### src/rtl/cpu_pkg.sv
// Shared types and constants for the program-memory boot controller.
// State encoding plus word/address geometry used by the controller and byte packer.
package cpu_pkg;

    localparam int INSTR_WIDTH    = 32;
    localparam int ADDR_WIDTH     = 12;
    localparam int MEM_DEPTH      = 4096;
    localparam int BYTES_PER_WORD = 4;

    localparam logic [7:0] OPC_HALT = 8'hFF;

    typedef enum logic [1:0] {
        ST_HALTED = 2'd0,
        ST_LOAD   = 2'd1,
        ST_WRITE  = 2'd2,
        ST_RUN    = 2'd3
    } state_e;

endpackage : cpu_pkg

### src/rtl/imem_byte_packer.sv
// Collects loader bytes big-endian into one instruction word.
// word_valid pulses in the cycle the final byte of a word is accepted.
module imem_byte_packer
    import cpu_pkg::*;
(
    input  logic                   clk_70_mhz,
    input  logic                   rst,
    input  logic                   clear,
    input  logic                   byte_accept,
    input  logic [7:0]             byte_data,
    output logic                   word_valid,
    output logic [INSTR_WIDTH-1:0] word
);

    localparam int CNT_W = $clog2(BYTES_PER_WORD);

    logic [CNT_W-1:0]       cnt_q, cnt_d;
    logic [INSTR_WIDTH-1:0] shift_q, shift_d;

    // NOTE: every output of a combinational block gets a default first, so no path can infer a latch.
    always_comb begin
        cnt_d      = cnt_q;
        shift_d    = shift_q;
        word_valid = 1'b0;
        if (clear) begin
            cnt_d   = '0;
            shift_d = '0;
        end else if (byte_accept) begin
            // Shifting left puts the first byte of the word in the top lane.
            shift_d = {shift_q[INSTR_WIDTH-9:0], byte_data};
            if (cnt_q == CNT_W'(BYTES_PER_WORD - 1)) begin
                cnt_d      = '0;
                word_valid = 1'b1;
            end else begin
                cnt_d = cnt_q + CNT_W'(1);
            end
        end
    end

    // NOTE: state registers use non-blocking assignments so every flop samples pre-edge values.
    always_ff @(posedge clk_70_mhz) begin
        if (rst) begin
            cnt_q   <= '0;
            shift_q <= '0;
        end else begin
            cnt_q   <= cnt_d;
            shift_q <= shift_d;
        end
    end

    assign word = shift_q;

endmodule : imem_byte_packer

### src/rtl/imem_boot_controller.sv
// Arbitrates the single-port program memory between the byte-stream boot loader
// and the CPU fetch path; stalls the CPU until a load finishes or a run is requested.
module imem_boot_controller #(
    parameter int INSTR_WIDTH = cpu_pkg::INSTR_WIDTH,
    parameter int MEM_DEPTH   = cpu_pkg::MEM_DEPTH,
    parameter int ADDR_WIDTH  = cpu_pkg::ADDR_WIDTH
) (
    input  logic                   clk_70_mhz,
    input  logic                   rst,
    input  logic                   load_start,
    input  logic [ADDR_WIDTH-1:0]  load_base,
    input  logic [ADDR_WIDTH:0]    load_len,
    input  logic                   run_start,
    input  logic                   byte_valid,
    input  logic [7:0]             byte_data,
    output logic                   byte_ready,
    input  logic [ADDR_WIDTH-1:0]  fetch_addr,
    output logic [INSTR_WIDTH-1:0] fetch_instr,
    output logic                   cpu_stall,
    input  logic                   cpu_halt,
    output logic [ADDR_WIDTH-1:0]  mem_addr,
    output logic [INSTR_WIDTH-1:0] mem_wdata,
    output logic                   mem_we,
    input  logic [INSTR_WIDTH-1:0] mem_rdata,
    output logic                   load_busy,
    output logic                   load_done
);

    import cpu_pkg::state_e;
    import cpu_pkg::ST_HALTED;
    import cpu_pkg::ST_LOAD;
    import cpu_pkg::ST_WRITE;
    import cpu_pkg::ST_RUN;

    localparam int LEN_W = ADDR_WIDTH + 1;

    state_e                state_q, state_d;
    logic [ADDR_WIDTH-1:0] wptr_q, wptr_d;
    logic [LEN_W-1:0]      words_left_q, words_left_d;
    logic                  load_done_q, load_done_d;

    logic                   pack_clear;
    logic                   byte_accept;
    logic                   word_valid;
    logic [INSTR_WIDTH-1:0] packed_word;
    logic [LEN_W-1:0]       len_clamped;
    logic                   start_load;

    // Kept outside the FSM block so the accept path does not loop back through it.
    assign byte_ready  = (state_q == ST_LOAD);
    assign byte_accept = byte_valid && byte_ready;
    assign load_done   = load_done_q;

    assign len_clamped = (load_len > LEN_W'(MEM_DEPTH)) ? LEN_W'(MEM_DEPTH) : load_len;

    imem_byte_packer u_packer (
        .clk_70_mhz  (clk_70_mhz),
        .rst         (rst),
        .clear       (pack_clear),
        .byte_accept (byte_accept),
        .byte_data   (byte_data),
        .word_valid  (word_valid),
        .word        (packed_word)
    );

    always_comb begin
        state_d      = state_q;
        wptr_d       = wptr_q;
        words_left_d = words_left_q;
        load_done_d  = 1'b0;
        pack_clear   = 1'b0;
        start_load   = 1'b0;
        cpu_stall    = 1'b1;
        fetch_instr  = '0;
        mem_addr     = '0;
        mem_wdata    = '0;
        mem_we       = 1'b0;
        load_busy    = 1'b0;

        unique case (state_q)
            ST_HALTED: begin
                if (load_start) begin
                    start_load = 1'b1;
                end else if (run_start) begin
                    state_d = ST_RUN;
                end
            end
            ST_LOAD: begin
                load_busy = 1'b1;
                mem_addr  = wptr_q;
                if (word_valid) begin
                    state_d = ST_WRITE;
                end
            end
            ST_WRITE: begin
                load_busy    = 1'b1;
                mem_we       = 1'b1;
                mem_addr     = wptr_q;
                mem_wdata    = packed_word;
                wptr_d       = wptr_q + ADDR_WIDTH'(1);
                words_left_d = words_left_q - LEN_W'(1);
                if (words_left_q == LEN_W'(1)) begin
                    state_d     = ST_RUN;
                    load_done_d = 1'b1;
                end else begin
                    state_d = ST_LOAD;
                end
            end
            ST_RUN: begin
                cpu_stall   = 1'b0;
                mem_addr    = fetch_addr;
                fetch_instr = mem_rdata;
                if (load_start) begin
                    start_load = 1'b1;
                end else if (cpu_halt) begin
                    state_d = ST_HALTED;
                end
            end
            default: state_d = ST_HALTED;
        endcase

        // A zero-length load completes immediately without touching memory.
        if (start_load) begin
            pack_clear   = 1'b1;
            wptr_d       = load_base;
            words_left_d = len_clamped;
            if (len_clamped == '0) begin
                state_d     = ST_RUN;
                load_done_d = 1'b1;
            end else begin
                state_d = ST_LOAD;
            end
        end
    end

    always_ff @(posedge clk_70_mhz) begin
        if (rst) begin
            state_q      <= ST_HALTED;
            wptr_q       <= '0;
            words_left_q <= '0;
            load_done_q  <= 1'b0;
        end else begin
            state_q      <= state_d;
            wptr_q       <= wptr_d;
            words_left_q <= words_left_d;
            load_done_q  <= load_done_d;
        end
    end

endmodule : imem_boot_controller
### config.mk
export PLATFORM = sky130hd
export DESIGN_NAME = imem_boot_controller
export DESIGN_NICKNAME = d
export VERILOG_FILES = /design/src/rtl/cpu_pkg.sv /design/src/rtl/imem_byte_packer.sv /design/src/rtl/imem_boot_controller.sv
export SDC_FILE = /design/constraint.sdc
export NUM_CORES = 1
export LEC_CHECK = 0
export CORE_ASPECT_RATIO = 2
export CORE_UTILIZATION = 35
export DETAILED_ROUTE_END_ITERATION = 16
export GPL_ROUTABILITY_DRIVEN = 0
export PLACE_DENSITY = 0.73
export SLEW_MARGIN = 10
export SYNTH_ARGS = -nofsm -noshare
export SYNTH_HDL_FRONTEND = slang
export SYNTH_SLANG_ARGS = --single-unit
export TNS_END_PERCENT = 20
### constraint.sdc
create_clock -name clk_70_mhz -period 2 [get_ports clk_70_mhz]
set_input_delay 0.2 -clock clk_70_mhz [delete_from_list [all_inputs] [get_ports clk_70_mhz]]
set_output_delay 0.2 -clock clk_70_mhz [all_outputs]
set_load 0.02 [all_outputs]
==> flow_summary.yaml <==
place:
  hpwl_um: 8440
  numPortBuffers: 163
  placed_area_sq_um: 5300
  dp_slack_ps: -8.48
  dp.cells: 728
pwr:
  power_mw: 5.86
  ir_worst_vdd_mv: 0.790
  leakage_nw: 2.30
  power.density_nw_per_um2: 1050
timing:
  worst_clock_skew_ps: 4.53
  period_minus_slack_ps: 1930
  worst_slack_ps: 71.1
  worstMarginPinSlew_ps: 493
  max_freq_mhz: 518
  timing.final.setup_violations: 0
  slew_headroom: 0.671
  post-route-period-util: 0.964
  rsz0062_at_grt: "no"
  finalHoldViolations: 0
  slew_viol_final: 0
final_layout:
  design_area_sq_um: 5560
  final_layout_size_suffix_gt1_frac: 0.104
  layout.nets: 702
  fin_util: 0.589
  area_delta_synth_final_pct: 61.4
  final_cells: 746
route:
  drcViolationCount: 0
  via_count: 3764
  drt_wl_total_um: 11000
  antenna_left: 0
  dr.first_iter.drc_count: 237
  wl_per_cell_um: 14.7
  via_per_inst: 5.05
  firstDrtPassIters: 4
synth:
  ys_top_cells_by_count: "nand2_1 (79), and2_1 (65), dfxtp_1 (62)"
  synth_cell_type_count: 47
  synth_edf_count: 0
  synthAdderAreaFrac: 0.0327
  syn_area_per_cell_sq_um: 7.71
  ys.flop_type: "dfxtp_1"
  syn-instance-count: 447
  ys_warn_count: 0
  syn_area_sq_um: 3450
  synthArstFlopShare: 0
  yosysSeqAreaShare: 0.360
  synth-seq-cells: 62
  syn_nets: 539
  yosys.area.top_type: "dfxtp_1"
  synth_top_family_by_area: "simple AND/OR/NAND/NOR gates"
  synth.most_common_cell: "nand2_1"
  synthSimpleGateAreaFrac: 0.337
  synth_top_area_share: 0.360
  synth_xor_xnor_area_share: 0.0407
  synth_compound_area_frac: 0.177
  synth_mux_area_frac: 0.00290
  synth_area_leaders: "dfxtp_1 (36%), and2_1 (12%), nand2_1 (8.6%)"
critical_path:
  crit_slowest_cell: "dfxtp_1"
  critPathKind: "reg2out"
  critPathTopFamily: "buffers and inverters"
  slowest_delay_ps: 320
  r2r_start: "state_q[1]"
  crit_path_cell_trace: "buf_4 -> ha_1 -> buf_12 -> a22oi_1 -> nor2_1 -> clkdlybuf4s15_2"
  endpoint_kind: "primary output"
  cp_max_fo: 45
  worst-path-buf-inv: 3
  cp.required_ps: 1800
  r2r_cells: 7
  cp.arrival_ps: 1730
  regToRegSetupSlack_ps: 160
  startpoint_type: "flip-flop"
  reg2reg_to: "wptr_q[11]"
clock_tree:
  cts_root_buffer: "clkbuf_16"
  numClockSinks: 62
  cts_max_level: 3
  clock_path_buffers: 2
  clkSlewWorstSetupHoldPaths_ps: 60
  clk_latency_ps: 330
  hold_buffers: 0
  cts_buffers: 9
  cts_tree: "yes"
grt:
  grt_max_degree: 46
  grt_pass1_wl_um: 17200
  grt_use_total: 0.214
  grt_antenna_before_repair: 1
  grt_pass1_vias: 3625
  overflow: 0
floorplan:
  fp.dieArea_sq_um: 10300
  core_sq_um: 9450
  ioPinCount: 164
  rows: 50
  die_h_um: 142
  initial_utilization: 0.365
  die_x_um: 72.2
hold_path:
  min_from: "byte_data[0]"
  whs_path_depth: 3
  hp-class: "in2reg"
  min_to: "u_packer.word[0]"
run_status:
  outcome: "completed"
flow_run:
  cap_violations: 0
## tightest hold or removal path: cells and delay by family
kind                   cells  cell delay [ps]
AO/OA/AOI/OAI              1               50
buffers and inverters      1              400
AND/OR/NAND/NOR            1               50
## layout by cell type (no fill, tap or decap), types with 3 or more instances in the layout
master,netlist,final
a211oi_1,17,17
a21oi_1,42,42
a22oi_1,12,11
a311oi_1,4,4
and2_1,65,65
and3_1,3,3
buf_12,0,3
buf_4,0,17
clkbuf_16,0,9
clkdlybuf4s15_1,0,3
clkdlybuf4s15_2,0,12
clkdlybuf4s50_1,0,85
dfxtp_1,62,62
dlygate4sd2_1,0,63
ha_1,9,7
inv_1,8,7
nand2_1,79,79
nand3_1,5,5
nand4_1,7,7
nor2_1,30,30
nor2b_1,3,3
nor3_1,7,7
nor4_1,6,6
o21ai_0,4,4
o2bb2ai_1,3,3
or3_1,4,4
xnor2_1,6,6
xor2_1,10,10
## sequential cells by signal (all words and copies together) (netlist names)
signal and count:
words_left_q 13, state_q 2, u_packer.cnt_q 2, u_packer.word 32
load_done 1, wptr_q 12
## through the flow
step	TNS (ps)	hold WS (ps)
3_5_place_dp	-8.48	444
6_report	0	417
2_1_floorplan	-910	317
5_1_grt	0	449
3_3_place_gp	0	441
4_1_cts	0	409
## report_power, final
group | total, mW | switching (mW) | internal (mW)
clock | 1.47 | 0.611 | 0.854
combinational | 2.66 | 1.48 | 1.19
sequential | 1.73 | 0.275 | 1.46
total | 5.86 | 2.36 | 3.50
## layout make-up
class,count,area (sq um)
Fill cell,886,3880
Clock buffer,9,225
Tap cell,130,163
Antenna cell,1,2.50
Inverter,8,30.0
Multi-Input combinational cell,344,2060
Timing Repair Buffer,185,1780
Clock inverter,7,57.6
Sequential cell,62,1240
## metal layers
metal  track usage  up-vias  share of wire
li1              -     1859              -
met1         0.207     1746           0.36
met2         0.420      142           0.55
met3        0.0411       17          0.064
met4        0.0949        0          0.026
met5             0        -              0
## how the worst max path moves through the flow
stage | cells after the start | from | endpoint | slack [ps]
floorplan | 8 | state_q[0] | u_packer.word[16] | -50
global placement | 6 | state_q[1] | mem_addr[5] | 70
detailed placement | 6 | state_q[0] | mem_addr[4] | -8
CTS | 5 | state_q[0] | mem_wdata[15] | 4
global route | 5 | state_q[0] | fetch_instr[27] | 5
finish | 6 | state_q[0] | mem_addr[0] | 70
## kinds of logic (layout without fill, tap and decap cells)
kind of cell	count (synthesis)	in the layout
mux	1	1
fa+ha+maj	9	9
compound gates	94	94
other cells	0	1
simple gates	224	224
buf+inv	41	209
xor+xnor	16	16
flops	62	62
## repair_timing
item                       CTS  global route
resized for setup          104             8
pin swaps                    0             0
setup endpoints to repair   78            26
buffers inserted             0             1
Power figures use the tool's default switching activity.
